## src/rtl/down_counter_arbiter.sv

```systemverilog
// down_counter_arbiter: one shared WIDTH-bit down-counter, time-shared round-robin among NREQ requesters.
// Build option DCA_AUTORELOAD_EN: a sole remaining requester reloads directly from DONE (periodic timer).
module down_counter_arbiter #(
  parameter int NREQ  = 4,
  parameter int WIDTH = 16
) (
  input  logic                  CLK,
  input  logic                  CDN,
  input  logic [NREQ-1:0]       REQ,
  input  logic [NREQ*WIDTH-1:0] LDVAL,
  input  logic                  EN,
  output logic [NREQ-1:0]       GNT,
  output logic                  BUSY,
  output logic [WIDTH-1:0]      CNT,
  output logic                  TC,
  output logic [NREQ-1:0]       DONE,
  output logic                  ABRT
);

  localparam int PW = $clog2(NREQ);

  typedef enum logic [1:0] {ST_IDLE, ST_LOAD, ST_COUNT, ST_DONE} state_t;

  state_t           state, state_n;
  logic [PW-1:0]    ptr, ptr_n;
  logic [PW-1:0]    win_idx, cand;
  logic             win_found;
  logic             req_g;
  logic [WIDTH-1:0] ld_g;
  logic [NREQ-1:0]  gnt_n, done_n;
  logic [WIDTH-1:0] cnt_n;
  logic             abrt_n;

  // Handshake: a requester raises REQ (level) and holds it until its DONE pulse.
  // GNT marks ownership from LOAD through DONE; dropping REQ while owning (LOAD/COUNT)
  // cancels the operation with an ABRT pulse instead of DONE.

  // Round-robin search starts just after the last winner; ptr also names the current owner.
  always_comb begin
    win_found = 1'b0;
    win_idx   = '0;
    cand      = '0;
    for (int k = 1; k <= NREQ; k++) begin
      cand = PW'((int'(ptr) + k) % NREQ);
      if (!win_found && REQ[cand]) begin
        win_found = 1'b1;
        win_idx   = cand;
      end
    end
  end

  assign req_g = REQ[ptr];
  assign ld_g  = LDVAL[int'(ptr)*WIDTH +: WIDTH];

  always_comb begin
    state_n = state;
    ptr_n   = ptr;
    gnt_n   = GNT;
    cnt_n   = CNT;
    done_n  = '0;
    abrt_n  = 1'b0;
    case (state)
      ST_IDLE: begin
        if (win_found) begin
          gnt_n   = NREQ'(1) << win_idx;
          ptr_n   = win_idx;
          state_n = ST_LOAD;
        end
      end
      ST_LOAD: begin
        if (!req_g) begin
          abrt_n  = 1'b1;
          gnt_n   = '0;
          state_n = ST_IDLE;
        end else begin
          cnt_n   = ld_g;
          state_n = ST_COUNT;
        end
      end
      ST_COUNT: begin
        // Withdrawal wins even at terminal count; zero never decrements, so no wrap.
        if (!req_g) begin
          abrt_n  = 1'b1;
          gnt_n   = '0;
          state_n = ST_IDLE;
        end else if (CNT == '0) begin
          done_n  = GNT;
          state_n = ST_DONE;
        end else if (EN) begin
          cnt_n = CNT - WIDTH'(1);
        end
      end
      ST_DONE: begin
`ifdef DCA_AUTORELOAD_EN
        if (req_g && ((REQ & ~GNT) == '0)) begin
          state_n = ST_LOAD;
        end else begin
          gnt_n   = '0;
          state_n = ST_IDLE;
        end
`else
        gnt_n   = '0;
        state_n = ST_IDLE;
`endif
      end
      default: begin
        gnt_n   = '0;
        state_n = ST_IDLE;
      end
    endcase
  end

  always_ff @(posedge CLK) begin
    if (!CDN) begin
      state <= ST_IDLE;
      ptr   <= PW'(NREQ - 1);
      GNT   <= '0;
      CNT   <= '0;
      DONE  <= '0;
      ABRT  <= 1'b0;
    end else begin
      state <= state_n;
      ptr   <= ptr_n;
      GNT   <= gnt_n;
      CNT   <= cnt_n;
      DONE  <= done_n;
      ABRT  <= abrt_n;
    end
  end

  assign BUSY = (state != ST_IDLE);
  assign TC   = (state == ST_COUNT) && (CNT == '0);

endmodule

```

## config.mk

```make
export PLATFORM = sky130hd
export DESIGN_NAME = down_counter_arbiter
export DESIGN_NICKNAME = d
export VERILOG_FILES = /design/src/rtl/down_counter_arbiter.sv
export SDC_FILE = /design/constraint.sdc
export NUM_CORES = 1
export LEC_CHECK = 0
export ABC_AREA = 1
export CAP_MARGIN = 20
export CORE_ASPECT_RATIO = 0.8
export CORE_MARGIN = 5
export CORE_UTILIZATION = 32
export CTS_CLUSTER_DIAMETER = 80
export CTS_CLUSTER_SIZE = 14
export DETAILED_ROUTE_END_ITERATION = 12
export SYNTH_ARGS = -nofsm -noshare
export SYNTH_HDL_FRONTEND = slang
export SYNTH_SLANG_ARGS = --single-unit
```

## constraint.sdc

```tcl
create_clock -name CLK -period 2.4 [get_ports CLK]
set_input_delay 0.48 -clock CLK [delete_from_list [all_inputs] [get_ports CLK]]
set_output_delay 0.48 -clock CLK [all_outputs]
set_load 0.005 [all_outputs]
```

Word level (Yosys, flattened, before mapping)
Cells that the tools add are included.
{"block": "totals", "in_bits": 71, "register_bits": 29, "output_inout_bits": 27}
{"block": "op_classes", "order_cmp": 5, "reduce_logical": 18, "shifts": 2, "n_addsub": 5, "mux": 32, "n_eq_ne": 10}
{"cell": "$mux W16", "n": 4}
{"cell": "$shiftx A64 B7 Y16", "n": 1}
{"cell": "$pmux W16 S2", "n": 1}
{"cell": "$logic_not A16 Y1", "n": 1}
{"cell": "$mux W2", "n": 8}
{"cell": "$sub A16 B1 Y16 const B", "n": 1}
{"cell": "$lt A2 B3 Y1 const B", "n": 5}
{"cell": "$ne A2 B2 Y1 const B", "n": 6}
{"cell": "$pmux W4 S3", "n": 1}
{"cell": "$bmux W1 S2", "n": 5}
{"cell": "$mux W1", "n": 10}
{"cell": "$mux W4", "n": 2}
{"cell": "$pmux W2 S4", "n": 1}
{"cell": "$reduce_and A2 Y1", "n": 4}
{"cell": "$reduce_and A5 Y1", "n": 1}
{"cell": "$add A2 B1 Y2 const B", "n": 2}
{"cell": "$add A2 B2 Y2 const B", "n": 2}
{"cell": "$eq A2 B2 Y1 const B", "n": 2}
{"cell": "$logic_and A1 B1 Y1", "n": 4}
{"cell": "$reduce_and A4 Y1", "n": 1}
{"cell": "$reduce_bool A2 Y1", "n": 2}
{"cell": "$shl A1 B2 Y4 const A", "n": 1}
{"cell": "$logic_not A1 Y1", "n": 3}
{"cell": "$ne A3 B3 Y1 const B", "n": 1}
{"cell": "3 further kinds", "n": 3}

Logic depth before layout (Yosys ltp)
{"block": "depth", "ltp_word": 16, "ltp_mapped": 13, "mapped_depth_nobuf": 13}

Worst setup path before layout
Ideal clock, no wire load.
{"block": "synth_timing", "kind": "reg2out", "from": "register state[0]", "to": "output TC", "setup_slack_ns": 0.609, "arrival_ns": 1.311, "required_time_ns": 1.920, "path_stages_with_launch": 8, "path_cell_list": "dfxtp_1 inv_1 ha_1 buf_2 inv_1 buf_2 buf_2 nor2_1"}
{"block": "synth_via", "elab_chain_len": 2}
{"item": "start: declaration", "line": "24", "text": "state_t state, state_n;"}
{"item": "start signal: assignment", "line": "122", "text": "state <= state_n;"}
{"item": "$eq A2 B2 Y1", "line": "132", "text": "assign TC = (state == ST_COUNT) && (CNT == '0);"}
{"item": "$logic_and A1 B1 Y1", "line": "132"}
{"item": "end: declaration", "line": "15", "text": "output logic TC,"}
Every way passes these cells.

Final worst setup path
{"block": "layout_timing", "from": "register CNT[1]", "to": "output TC"}
{"block": "layout_via", "elab_chain_len": 2}
{"item": "start: declaration", "line": "14", "text": "output logic [WIDTH-1:0] CNT,"}
{"item": "start signal: assignment", "line": "125", "text": "CNT <= cnt_n;"}
{"item": "$logic_not A16 Y1", "line": "132"}
{"item": "$logic_and A1 B1 Y1", "line": "132"}
Every way passes these cells.

==> results.sh <==
export IMPL_outcome="complete, no violations"
export IMPL_grt_setup_unrepaired="false"
export IMPL_synthTopCellsByCount="sky130_fd_sc_hd__nand2_1, sky130_fd_sc_hd__inv_1, sky130_fd_sc_hd__dfxtp_1"
export IMPL_grt_remaining_overflow=0
export IMPL_ctsLongestPathBuffers=2
export IMPL_detailed_place_hpwl_um=6300
export IMPL_final_nets=548
export IMPL_leakage_power_total_nw=1.51
export IMPL_slew_viol_final=0
export IMPL_hold_viol_final=0
export IMPL_numCtsBuffers=5
export IMPL_viasPerCell=4.85
export IMPL_largest_net_degree_at_the_start_of_global_routing=22
export IMPL_yosys_register_bits=29
export IMPL_crit_path_end_kind="output port"
export IMPL_finish_instance_area_mm2=0.00350
export IMPL_root_buffer="sky130_fd_sc_hd__clkbuf_8"
export IMPL_hold_path_endpoint="DONE[3]"
export IMPL_finalWeightedCongestion=0.860
export IMPL_floorplan_die_area_mm2=0.00906
export IMPL_route_antenna_remaining_nets=0
export IMPL_ys_warnings_count=0
export IMPL_timing_critical_path_arrival_ps=1720
export IMPL_ys_types=38
export IMPL_max_slew_margin_pct=64.7
export IMPL_initialDrtViolationCount=196
export IMPL_worst_ir_drop_vdd_mv=0.566
export IMPL_cts_sinks=29
export IMPL_timing_critical_path_from_type="register"
export IMPL_synth_top_cell_area_share_pct=25.0
export IMPL_wl_per_cell_um=14.2
export IMPL_fin_worst_skew_ps=9.28
export IMPL_cell_taking_the_most_area_after_synthesis="sky130_fd_sc_hd__dfxtp_1"
export IMPL_min_delay_start="GNT[3]"
export IMPL_clock_tree_htree_level_count=2
export IMPL_clkPwrFrac_pct=12.0
export IMPL_timing_setup_tns_ps=0
export IMPL_initial_core_util_pct=33.3
export IMPL_first_global_vias=2477
export IMPL_synth_seq_area_share_pct=25.0
export IMPL_critical_path_class="reg2out"
export IMPL_achievable_frequency_mhz=455
export IMPL_worst_r2r_path_depth=9
export IMPL_layout_min_cycle_time_ps=2200
export IMPL_global_route_usage_total_pct=17.3
export IMPL_flow_area_growth_from_synthesis_pct=50.8
export IMPL_dpl_cell_area_mm2=0.00337
export IMPL_clock_tree_from_tritoncts="done"
export IMPL_min_period_over_period_pct=91.6
export IMPL_total_number_of_vias=2716
export IMPL_worstSkewPairLatency_ps=290
export IMPL_number_of_antenna_violations_at_the_first_check_in_global_routing=0
export IMPL_power_frac_comb_pct=69.0
export IMPL_yosys_most_used_dff="sky130_fd_sc_hd__dfxtp_1"
export IMPL_grt_first_pass_wirelength_um=12900
export IMPL_buffers_on_ports=97
export IMPL_seq_power_share_pct=19.1
export IMPL_critical_path_required_ps=1920
export IMPL_power_density_mw_per_mm2=1240
export IMPL_post_cts_buffers=0
export IMPL_drive_gt1_share_pct=11.2
export IMPL_cell_with_the_most_instances_after_synthesis="sky130_fd_sc_hd__nand2_1"
export IMPL_first_pass_iters=4
export IMPL_drt_drc_violations_left=0
export IMPL_placeable_core_region_mm2=0.00696
export IMPL_fillers=722
export IMPL_drv_cap=0
export IMPL_detail_route_wirelength_um=7940
export IMPL_transition_time_at_the_pin_with_the_least_slew_margin_ps=529
export IMPL_clk_pin_slew_ps=70
export IMPL_core_rowCount=27
export IMPL_syn_num_nets=450
export IMPL_cp_max_fo=4
export IMPL_hp_class="reg2reg"
export IMPL_fp_dieW_um=105
export IMPL_net_switching_power_mw=2.17
export IMPL_switching_share_pct=49.9
export IMPL_whs_path_depth=2
export IMPL_total_internal_power_mw=2.17
export IMPL_worst_r2r_startpoint="ptr[1]"
export IMPL_synth_enable_flop_cells=0
export IMPL_setup_violating_endpoint_count_in_the_final_report=0
export IMPL_worst_r2r_setup_slack_ps=450
export IMPL_die_height_um=86.2
export IMPL_synth_area_top_cells="sky130_fd_sc_hd__dfxtp_1, sky130_fd_sc_hd__nand2_1, sky130_fd_sc_hd__inv_1"
export IMPL_synth_async_reset_ratio_pct=0
export IMPL_num_antenna_cells=0
export IMPL_netlist_area_before_placement_mm2=0.00232
export IMPL_r2r_end="CNT[6]"
export IMPL_synthCells=374
export IMPL_avgSynthCellArea_um2=6.20
export IMPL_io_pins=98
[worst max path at each step]
stage,start,endpoint,cells after the start
after floorplan,state[0],TC,7
after global placement,CNT[0],TC,9
after detailed placement,CNT[0],TC,9
after CTS,CNT[0],TC,9
after global routing,CNT[5],TC,8
final,CNT[1],TC,9
[metrics by stage]
step | hold slack (ps) | cells | total power, mW | util, % | worst slack, ps
floorplan | 438 | 374 | 2.86 | - | 609
global placement | 438 | 552 | 3.79 | 48.5 | 167
detailed placement | 435 | 552 | 3.81 | 48.5 | 151
CTS | 453 | 560 | 4.38 | 50.3 | 200
global route | 469 | 560 | 4.79 | 50.3 | 67.4
finish | 452 | 560 | 4.34 | 50.3 | 201
[cell families after synthesis]
group / share of synthesized area, %
flops: 25.0
buf+inv: 11.1
xor+xnor: 2.27
fa+ha+maj: 2.70
simple gates: 41.6
compound gates: 17.3
[per-layer routing]
metal  GRT usage, %  up-vias  wire (µm)
li1               -     1421          -
met1           27.2     1184       4030
met2           23.1      107       3040
met3           5.19        4        835
met4           2.44        0         46
met5              0        -          0
[flip-flops by register name, summed over array words and instances, names as in the netlist]
register and count:
ABRT 1, CNT 16, DONE 4, GNT 4
ptr 2, state 2
[cell usage in the layout, fill, tap and decap left out, types with 5 or more instances in the layout]
master	instances
sky130_fd_sc_hd__nand2_1	117
sky130_fd_sc_hd__clkdlybuf4s50_1	96
sky130_fd_sc_hd__inv_1	35
sky130_fd_sc_hd__dfxtp_1	29
sky130_fd_sc_hd__nor2_1	27
sky130_fd_sc_hd__nand3_1	27
sky130_fd_sc_hd__a21oi_1	25
sky130_fd_sc_hd__o21ai_0	18
sky130_fd_sc_hd__nand4_1	11
sky130_fd_sc_hd__buf_4	8
sky130_fd_sc_hd__inv_2	7
sky130_fd_sc_hd__nand2_2	7
sky130_fd_sc_hd__a22oi_1	7
sky130_fd_sc_hd__o21ai_1	6
sky130_fd_sc_hd__xor2_1	5
sky130_fd_sc_hd__clkbuf_8	5
[layout make-up]
| class | instances | area [µm²] | area share (%) |
|---|---|---|---|
| multi-input cells | 287 | 1490 | 42.7 |
| repair buffers | 105 | 1030 | 29.4 |
| flip-flops and latches | 29 | 581 | 16.6 |
| inverters | 44 | 170 | 4.86 |
| well taps | 87 | 109 | 3.11 |
| clock buffers | 5 | 68.8 | 1.97 |
| clock inverters | 3 | 46.3 | 1.32 |
[critical path: stages (launching register included)]
cell and delay, ps:
sky130_fd_sc_hd__dfxtp_1 320, sky130_fd_sc_hd__inv_2 100, sky130_fd_sc_hd__ha_4 160, sky130_fd_sc_hd__nand3_2 90, sky130_fd_sc_hd__nor2_2 110, sky130_fd_sc_hd__nand3_1 110
sky130_fd_sc_hd__nor2_1 100, sky130_fd_sc_hd__nand3_1 100, sky130_fd_sc_hd__nor2_1 100, sky130_fd_sc_hd__dlygate4sd2_1 250
[power groups by stage]
stage | sequential, mW | clock [mW] | combinational [mW]
floorplan | 0.786 | 0 | 2.08
global route | 0.858 | 0.562 | 3.37
finish | 0.828 | 0.520 | 2.99
detailed placement | 0.835 | 0 | 2.97
CTS | 0.830 | 0.533 | 3.02
global placement | 0.831 | 0 | 2.95
[timing repair]
item,4_1_cts,5_1_grt
hold buffers,0,0
gates resized for setup,5,0
setup endpoints to repair,1,0
No activity file was read; power rests on OpenSTA's default activity.
